File: src/rtl/pipe_hazard_ctrl_if.sv
// ============================================================================
//  Module      : pipe_hazard_ctrl_if
//  Description : Hazard-unit bundle between the Y86-64 pipeline datapath and
//                its control unit.
//  Revision    : 1.0
// ============================================================================
`default_nettype none

interface pipe_hazard_ctrl_if #(
   parameter int CNT_W = 32
);
   logic [3:0]       D_icode;
   logic [3:0]       d_srcA;
   logic [3:0]       d_srcB;
   logic [3:0]       E_icode;
   logic [3:0]       E_dstM;
   logic             e_cnd;
   logic [3:0]       M_icode;
   logic [3:0]       m_stat;
   logic [3:0]       W_stat;

   logic             F_stall;
   logic             D_stall;
   logic             D_bubble;
   logic             E_bubble;
   logic             M_bubble;
   logic             W_stall;
   logic             set_cc;
   logic             halted;
   logic [3:0]       halt_code;
   logic [CNT_W-1:0] cycle_cnt;
   logic [CNT_W-1:0] stall_cnt;
   logic [CNT_W-1:0] bubble_cnt;

   modport master (
      output D_icode, d_srcA, d_srcB, E_icode, E_dstM, e_cnd, M_icode, m_stat, W_stat,
      input  F_stall, D_stall, D_bubble, E_bubble, M_bubble, W_stall, set_cc,
      input  halted, halt_code, cycle_cnt, stall_cnt, bubble_cnt
   );

   modport slave (
      input  D_icode, d_srcA, d_srcB, E_icode, E_dstM, e_cnd, M_icode, m_stat, W_stat,
      output F_stall, D_stall, D_bubble, E_bubble, M_bubble, W_stall, set_cc,
      output halted, halt_code, cycle_cnt, stall_cnt, bubble_cnt
   );
endinterface

`default_nettype wire

File: src/rtl/pipe_hazard_ctrl.sv
// ============================================================================
//  Module      : pipe_hazard_ctrl
//  Description : Y86-64 pipeline stall/bubble control, halt FSM and
//                saturating performance counters.
//  Revision    : 1.0
// ============================================================================
`default_nettype none

module pipe_hazard_ctrl #(
   parameter int         CNT_W = 32,
   parameter logic [3:0] SAOK  = 4'd1,
   parameter logic [3:0] SHLT  = 4'd2,
   parameter logic [3:0] SADR  = 4'd3,
   parameter logic [3:0] SINS  = 4'd4
) (
   input  wire logic              clk,
   input  wire logic              rst,
   pipe_hazard_ctrl_if.slave      bus
);

   localparam logic [3:0] I_MRMOVQ = 4'd5;
   localparam logic [3:0] I_OPQ    = 4'd6;
   localparam logic [3:0] I_JXX    = 4'd7;
   localparam logic [3:0] I_RET    = 4'd9;
   localparam logic [3:0] I_POPQ   = 4'd11;
   localparam logic [3:0] R_NONE   = 4'hF;

   localparam logic [CNT_W-1:0] CNT_ONE = {{(CNT_W-1){1'b0}}, 1'b1};
   localparam logic [CNT_W-1:0] CNT_MAX = {CNT_W{1'b1}};

   typedef enum logic [0:0] {
      ST_RUN    = 1'b0,
      ST_HALTED = 1'b1
   } state_t;

   state_t           state_q, state_d;
   logic [3:0]       halt_code_q, halt_code_d;
   logic [CNT_W-1:0] cycle_q, cycle_d;
   logic [CNT_W-1:0] stall_q, stall_d;
   logic [CNT_W-1:0] bubble_q, bubble_d;

   logic w_load_use, w_mispredict, w_ret_pend;
   logic w_f_stall, w_d_stall, w_d_bubble, w_e_bubble, w_m_bubble, w_w_stall, w_set_cc;

   assign w_load_use   = ((bus.E_icode == I_MRMOVQ) || (bus.E_icode == I_POPQ)) &&
                         (bus.E_dstM != R_NONE) &&
                         ((bus.E_dstM == bus.d_srcA) || (bus.E_dstM == bus.d_srcB));
   assign w_mispredict = (bus.E_icode == I_JXX) && !bus.e_cnd;
   assign w_ret_pend   = (bus.D_icode == I_RET) || (bus.E_icode == I_RET) ||
                         (bus.M_icode == I_RET);

   // Reset flushes the pipe, HALTED freezes it; otherwise hazard rules apply.
   always_comb begin
      w_f_stall  = w_load_use || w_ret_pend;
      w_d_stall  = w_load_use;
      w_d_bubble = w_mispredict || (w_ret_pend && !w_load_use);
      w_e_bubble = w_mispredict || w_load_use;
      w_m_bubble = (bus.m_stat != SAOK) || (bus.W_stat != SAOK);
      w_w_stall  = (bus.W_stat != SAOK);
      w_set_cc   = (bus.E_icode == I_OPQ) && (bus.m_stat == SAOK) && (bus.W_stat == SAOK);
      if (rst) begin
         w_f_stall  = 1'b0;
         w_d_stall  = 1'b0;
         w_d_bubble = 1'b1;
         w_e_bubble = 1'b1;
         w_m_bubble = 1'b1;
         w_w_stall  = 1'b0;
         w_set_cc   = 1'b0;
      end else if (state_q == ST_HALTED) begin
         w_f_stall  = 1'b1;
         w_d_stall  = 1'b1;
         w_d_bubble = 1'b0;
         w_e_bubble = 1'b1;
         w_m_bubble = 1'b1;
         w_w_stall  = 1'b1;
         w_set_cc   = 1'b0;
      end
   end

   always_comb begin
      state_d     = state_q;
      halt_code_d = halt_code_q;
      cycle_d     = cycle_q;
      stall_d     = stall_q;
      bubble_d    = bubble_q;
      if (state_q == ST_RUN) begin
         if (cycle_q != CNT_MAX) cycle_d = cycle_q + CNT_ONE;
         if (w_f_stall && (stall_q != CNT_MAX)) stall_d = stall_q + CNT_ONE;
         if (w_e_bubble && (bubble_q != CNT_MAX)) bubble_d = bubble_q + CNT_ONE;
         if (bus.W_stat != SAOK) begin
            state_d     = ST_HALTED;
            halt_code_d = bus.W_stat;
         end
      end
   end

   always_ff @(posedge clk or posedge rst) begin
      if (rst) begin
         state_q     <= ST_RUN;
         halt_code_q <= SAOK;
         cycle_q     <= '0;
         stall_q     <= '0;
         bubble_q    <= '0;
      end else begin
         state_q     <= state_d;
         halt_code_q <= halt_code_d;
         cycle_q     <= cycle_d;
         stall_q     <= stall_d;
         bubble_q    <= bubble_d;
      end
   end

   assign bus.F_stall    = w_f_stall;
   assign bus.D_stall    = w_d_stall;
   assign bus.D_bubble   = w_d_bubble;
   assign bus.E_bubble   = w_e_bubble;
   assign bus.M_bubble   = w_m_bubble;
   assign bus.W_stall    = w_w_stall;
   assign bus.set_cc     = w_set_cc;
   assign bus.halted     = (state_q == ST_HALTED);
   assign bus.halt_code  = halt_code_q;
   assign bus.cycle_cnt  = cycle_q;
   assign bus.stall_cnt  = stall_q;
   assign bus.bubble_cnt = bubble_q;

endmodule

`default_nettype wire

File: src/flat_wrapper.sv
// flat-port wrapper written by rule: the top's interface ports become plain ports
module pipe_hazard_ctrl_flat 
#(
   parameter int         CNT_W = 32,
   parameter logic [3:0] SAOK  = 4'd1,
   parameter logic [3:0] SHLT  = 4'd2,
   parameter logic [3:0] SADR  = 4'd3,
   parameter logic [3:0] SINS  = 4'd4
)
  (clk, rst, bus_D_icode, bus_d_srcA, bus_d_srcB, bus_E_icode, bus_E_dstM, bus_e_cnd, bus_M_icode, bus_m_stat, bus_W_stat, bus_F_stall, bus_D_stall, bus_D_bubble, bus_E_bubble, bus_M_bubble, bus_W_stall, bus_set_cc, bus_halted, bus_halt_code, bus_cycle_cnt, bus_stall_cnt, bus_bubble_cnt);
  pipe_hazard_ctrl_if #(.CNT_W(CNT_W)) bus_i ();
  input  wire logic clk;
  input  wire logic rst;
  input wire logic [$bits(bus_i.D_icode)-1:0] bus_D_icode;
  input wire logic [$bits(bus_i.d_srcA)-1:0] bus_d_srcA;
  input wire logic [$bits(bus_i.d_srcB)-1:0] bus_d_srcB;
  input wire logic [$bits(bus_i.E_icode)-1:0] bus_E_icode;
  input wire logic [$bits(bus_i.E_dstM)-1:0] bus_E_dstM;
  input wire logic [$bits(bus_i.e_cnd)-1:0] bus_e_cnd;
  input wire logic [$bits(bus_i.M_icode)-1:0] bus_M_icode;
  input wire logic [$bits(bus_i.m_stat)-1:0] bus_m_stat;
  input wire logic [$bits(bus_i.W_stat)-1:0] bus_W_stat;
  output wire logic [$bits(bus_i.F_stall)-1:0] bus_F_stall;
  output wire logic [$bits(bus_i.D_stall)-1:0] bus_D_stall;
  output wire logic [$bits(bus_i.D_bubble)-1:0] bus_D_bubble;
  output wire logic [$bits(bus_i.E_bubble)-1:0] bus_E_bubble;
  output wire logic [$bits(bus_i.M_bubble)-1:0] bus_M_bubble;
  output wire logic [$bits(bus_i.W_stall)-1:0] bus_W_stall;
  output wire logic [$bits(bus_i.set_cc)-1:0] bus_set_cc;
  output wire logic [$bits(bus_i.halted)-1:0] bus_halted;
  output wire logic [$bits(bus_i.halt_code)-1:0] bus_halt_code;
  output wire logic [$bits(bus_i.cycle_cnt)-1:0] bus_cycle_cnt;
  output wire logic [$bits(bus_i.stall_cnt)-1:0] bus_stall_cnt;
  output wire logic [$bits(bus_i.bubble_cnt)-1:0] bus_bubble_cnt;
  assign bus_i.D_icode = bus_D_icode;
  assign bus_i.d_srcA = bus_d_srcA;
  assign bus_i.d_srcB = bus_d_srcB;
  assign bus_i.E_icode = bus_E_icode;
  assign bus_i.E_dstM = bus_E_dstM;
  assign bus_i.e_cnd = bus_e_cnd;
  assign bus_i.M_icode = bus_M_icode;
  assign bus_i.m_stat = bus_m_stat;
  assign bus_i.W_stat = bus_W_stat;
  assign bus_F_stall = bus_i.F_stall;
  assign bus_D_stall = bus_i.D_stall;
  assign bus_D_bubble = bus_i.D_bubble;
  assign bus_E_bubble = bus_i.E_bubble;
  assign bus_M_bubble = bus_i.M_bubble;
  assign bus_W_stall = bus_i.W_stall;
  assign bus_set_cc = bus_i.set_cc;
  assign bus_halted = bus_i.halted;
  assign bus_halt_code = bus_i.halt_code;
  assign bus_cycle_cnt = bus_i.cycle_cnt;
  assign bus_stall_cnt = bus_i.stall_cnt;
  assign bus_bubble_cnt = bus_i.bubble_cnt;
  pipe_hazard_ctrl #(.CNT_W(CNT_W), .SAOK(SAOK), .SHLT(SHLT), .SADR(SADR), .SINS(SINS)) u_core (.clk(clk), .rst(rst), .bus(bus_i));
endmodule
File: config.mk
export PLATFORM = sky130hd
export DESIGN_NAME = pipe_hazard_ctrl_flat
export DESIGN_NICKNAME = d
export VERILOG_FILES = /design/src/rtl/pipe_hazard_ctrl_if.sv /design/src/rtl/pipe_hazard_ctrl.sv /design/src/flat_wrapper.sv
export SDC_FILE = /design/constraint.sdc
export NUM_CORES = 1
export LEC_CHECK = 0
export CAP_MARGIN = 20
export CORE_UTILIZATION = 39
export DETAILED_ROUTE_END_ITERATION = 10
export HOLD_SLACK_MARGIN = 0.03
export PLACE_DENSITY_LB_ADDON = 0.12
export SYNTH_ARGS = -nofsm -noshare
export SYNTH_HDL_FRONTEND = slang
export SYNTH_SLANG_ARGS = --single-unit
File: constraint.sdc
create_clock -name clk -period 10.57 [get_ports clk]
set_clock_uncertainty 0.2 [all_clocks]
set_input_delay 1.5855 -clock clk [delete_from_list [all_inputs] [get_ports clk]]
set_output_delay 1.5855 -clock clk [all_outputs]
set_load 0.02 [all_outputs]
==> out/results.txt <==
The proportion of power drawn by flip-flops and latches was 52.6%. In the synthesized netlist the async set-or-reset flop fraction comes to 100%. For the count of unresolved DRC violations after routing, the log shows 0. The final max-slew violation count came out at 0. The tree built by TritonCTS fans out to 101 sinks. The final total negative setup slack is 0 ns.

Counting distinct cell types in the post-synthesis netlist gives 56. The critical path starts at rst. Along the worst path, the maximum fanout reaches 54. The met1 routing resource usage after global routing was 24.3%; the switching share of total power was 23.7%. The worst register-to-register path has a depth of 7. For the number of violations of the max-capacitance limit, the log shows 0.

For the worst setup path, the data arrival time is 3.75 ns. The run gives 485 as the gate count of the mapped netlist. The root buffer cell chosen for the clock tree is sky130_fd_sc_hd__clkbuf_16. By startpoint and endpoint, the worst setup path is classified as input pin to primary output. The post-layout total power was 0.766 mW. Capturing element type of the critical path: a primary output.

The storage element area was 2530 µm². The run gives 0.182 mW as the power dissipated by switching net loads. The run gives 4188 as the via count of the routed design. After global routing the overflow that remains totals 0. The net count of the finished layout is 668. Entering global routing, the biggest net connects 55 pins. The maximum VDD drop is 0.0738 mV. TritonCTS built the clock tree. Number of global-route vias before repair: 4067. The number of clock buffers added by TritonCTS is 9. In this run the worst hold path is classified as flip-flop to flip-flop. Static timing analysis puts the maximum clock frequency at 181 MHz. Of the total power, the clock network draws 39.0%. Setup violations remaining at the end of the flow were counted as 0.

By instance count, the leading cell after synthesis is sky130_fd_sc_hd__dfrtp_1. Clock-pin slew was measured on the worst setup and hold paths at 0.06 ns. The first global-routing pass estimated 20100 µm of wire. Sorting the synthesized cells by how often they occur yields sky130_fd_sc_hd__dfrtp_1 (100), sky130_fd_sc_hd__xor2_1 (50), sky130_fd_sc_hd__xnor2_1 (48). The repair_antennas step left the layout with diodes totalling 0.

The initial antenna violation count was 0; the count of standard-cell rows was 41. At the pin with the least slew margin, the transition time is 0.866 ns. The run gives 143 as the number of top-level pins.

Among all flip-flop cells after synthesis, the most frequent one is sky130_fd_sc_hd__dfrtp_1. Of the cells placed in the final design, the portion with a size suffix greater than 1 is 5.99%. Of all cell types, the one taking the most synthesized area is sky130_fd_sc_hd__dfrtp_1. The share of the Yosys chip area taken by registers is 49.2%. In the global route stage, overall resource usage came out at 19.2%. The number of filler instances in the final layout is 1167, and the final weighted congestion of routability-driven global placement is 0.808.

The flow ran to the end, and the final reports show no timing, DRC or antenna violations. The tools report the required time of the critical path as 8.78 ns. Quantity of I/O buffers inserted on ports: 142. The tools report the met3 layer usage reported by global route as 6.12%. Using the TritonRoute via totals, the vias-per-cell ratio works out to 5.20. The count of nets left with antenna violations once routing finished came out at 0. Yosys mapped a number of flops with a built-in enable equal to 0. The total of flip-flops plus latches after synthesis was 101. The region available for standard cell placement spans 12700 µm². The fraction of the cycle the final worst path needs was 52.4%.

In the post-synthesis netlist, the biggest area contributors are sky130_fd_sc_hd__dfrtp_1 (49%), sky130_fd_sc_hd__xor2_1 (8.5%), sky130_fd_sc_hd__xnor2_1 (8.2%). The area taken by multi-input logic gates was 2500 µm²; the source-to-sink clock delay at the later pin of the worst-skew pair was 0.35 ns. Wires add up to 12400 µm.

The total standard cell area after synthesis came out at 5130 µm². Type of origin of the critical path: an input pin. The maximum clock path buffer count is 2, and the worst slew margin relative to its limit is 42.2%. After global routing, the most crowded layer is met2. The number of gates resized after CTS was 0. For the initial core utilization, the log shows 40.4%. The tools report the number of hold-slack violations in the final timing report as 0.

The detail-routed net length per standard cell is 15.4 µm, and the die height is 117 µm. The average footprint of a synthesized cell works out to 10.6 µm². The final HPWL from detailed placement is 9140 µm. The reported leakage power came out at 2.92 nW. Cell internal power was estimated by the tool at 0.584 mW. The number of DRC markers after the initial detailed-route iteration was 302.

The first detailed-routing pass took 4 iterations. The H-tree was split into 3 levels. The synthesized net count was 523; the global routing usage on met2 was 31.5%. After synthesis, the largest area contributor takes up 48.7% of total cell area. Buffers inserted to repair hold after CTS numbered 0.

Post-CTS timing repair inserted 0 buffers for setup. The tools report the source of the worst hold timing path as u_core.bus.cycle_cnt[30]. The hold-critical path depth works out to 1.

The logic gate share of total power was 8.4%; the layout-stage area growth over the synthesis result was 36.1%. Measured on the finished design, the core utilization comes to 54.9%. The die width works out to 117 µm.

Counting I/O delays and the setup requirement, the final critical path takes 5.54 ns. Setup repair after global routing left no endpoint under its margin. The beginning of the worst register-to-register path is u_core.bus.bubble_cnt[0].

Dividing total power by cell area gives a power density of 110 nW/µm². Yosys printed 0 warnings. The die footprint is 13600 µm².
-- power groups by stage --
stage	Sequential (mW)	Combinational, mW	Clock [mW]
3_5_place_dp	0.410	0.0653	0
2_1_floorplan	0.417	0.0198	0
6_report	0.403	0.0647	0.298
5_1_grt	0.404	0.0702	0.323
3_3_place_gp	0.410	0.0646	0
4_1_cts	0.403	0.0656	0.308
-- state kept, by name (all words and copies together), names as in the netlist --
register and flops:
u_core.bus.bubble_cnt 32, u_core.bus.halted 1, u_core.bus.halt_code 4, u_core.bus.stall_cnt 32, u_core.bus.cycle_cnt 32
-- critical path, stage by stage --
cell,delay [ns]
sky130_fd_sc_hd__clkdlybuf4s50_1,0.54
sky130_fd_sc_hd__inv_4,0.57
sky130_fd_sc_hd__nand3_1,0.19
sky130_fd_sc_hd__nor3b_1,0.23
sky130_fd_sc_hd__clkdlybuf4s50_1,0.64
-- layout by cell type, fill, tap and decap left out, types with 2 or more instances in the layout --
master                            synthesis  layout
sky130_fd_sc_hd__dfrtp_1                100     100
sky130_fd_sc_hd__clkdlybuf4s50_1          0     142
sky130_fd_sc_hd__nand4_1                 31      31
sky130_fd_sc_hd__xor2_1                  50      50
sky130_fd_sc_hd__or3_1                    2       2
sky130_fd_sc_hd__inv_4                    1       2
sky130_fd_sc_hd__clkinv_2                 0       2
sky130_fd_sc_hd__or4_1                    2       2
sky130_fd_sc_hd__ha_1                     3       3
sky130_fd_sc_hd__and4_1                   9       9
sky130_fd_sc_hd__o21ai_0                  5       5
sky130_fd_sc_hd__a21oi_1                  5       5
sky130_fd_sc_hd__nor4bb_1                 3       3
sky130_fd_sc_hd__xnor2_1                 48      48
sky130_fd_sc_hd__and3b_1                  3       3
sky130_fd_sc_hd__and3_1                  17      17
sky130_fd_sc_hd__a31oi_1                  2       2
sky130_fd_sc_hd__nand3_1                 33      33
sky130_fd_sc_hd__nor2_1                  24      24
sky130_fd_sc_hd__nor4_2                   6       6
sky130_fd_sc_hd__nand2_1                 39      39
sky130_fd_sc_hd__mux2_2                   3       3
sky130_fd_sc_hd__nor4_1                  13      13
sky130_fd_sc_hd__nor3b_1                  7       7
sky130_fd_sc_hd__o211ai_1                 3       3
sky130_fd_sc_hd__and2_1                   6       6
sky130_fd_sc_hd__clkbuf_16                0       9
sky130_fd_sc_hd__nor2b_1                  2       2
sky130_fd_sc_hd__a22o_1                   2       2
sky130_fd_sc_hd__nor4b_1                  4       4
sky130_fd_sc_hd__nor3_1                  17      17
sky130_fd_sc_hd__clkbuf_1                 6       2
sky130_fd_sc_hd__o21a_1                   2       2
sky130_fd_sc_hd__buf_4                    1       2
sky130_fd_sc_hd__inv_1                   11      10
-- kinds of logic (layout without fill, tap and decap cells) --
logic type | after synthesis | count (layout) | share of synthesized area (%)
xor gates and xnor gates | 98 | 98 | 16.7
buffers and inverters | 22 | 171 | 2.05
and+or+nand+nor | 231 | 231 | 26.9
adders and majority gates | 3 | 3 | 0.731
muxes | 3 | 3 | 0.658
DFF | 101 | 101 | 49.2
AOI/OAI and AO/OA | 27 | 27 | 3.65
-- through the flow --
| stage | worst slack [ns] | instances | hold WS [ns] | area, µm² |
|---|---|---|---|---|
| finish | 5.03 | 806 | 0.275 | 6990 |
| global route | 4.77 | 806 | 0.308 | 6990 |
| CTS | 4.97 | 806 | 0.283 | 6990 |
| detailed placement | 4.98 | 791 | 0.274 | 6730 |
| global placement | 5.01 | 791 | 0.272 | 6730 |
| floorplan | 3.55 | 485 | 0.346 | 5130 |
-- worst paths after layout --
kind                                                   to  slack (ns)
worst max-delay path                           bus_set_cc        5.03
worst min-delay path             u_core.bus.cycle_cnt[30]        0.28
worst max register to register  u_core.bus.bubble_cnt[21]        7.76
worst min register to register   u_core.bus.cycle_cnt[30]        0.28
max in group asynchronous         u_core.bus.halt_code[1]        7.42
min in group asynchronous        u_core.bus.stall_cnt[11]        1.65
-- routing by layer --
layer  wire, µm  vias to the layer above
met3        758                       16
met2       5950                      107
met1       5510                     2036
met5          0                        -
met4        182                        0
li1           -                     2029
-- area by class of cell --
| type | instances | share of cell area [%] |
|---|---|---|
| clock inverters | 4 | 0.376 |
| repair buffers | 144 | 20.5 |
| clock buffers | 11 | 3.33 |
| well taps | 172 | 3.08 |
| flip-flops and latches | 101 | 36.2 |
| inverters | 12 | 0.716 |
| multi-input cells | 362 | 35.8 |
Power figures use the tool's default switching activity.
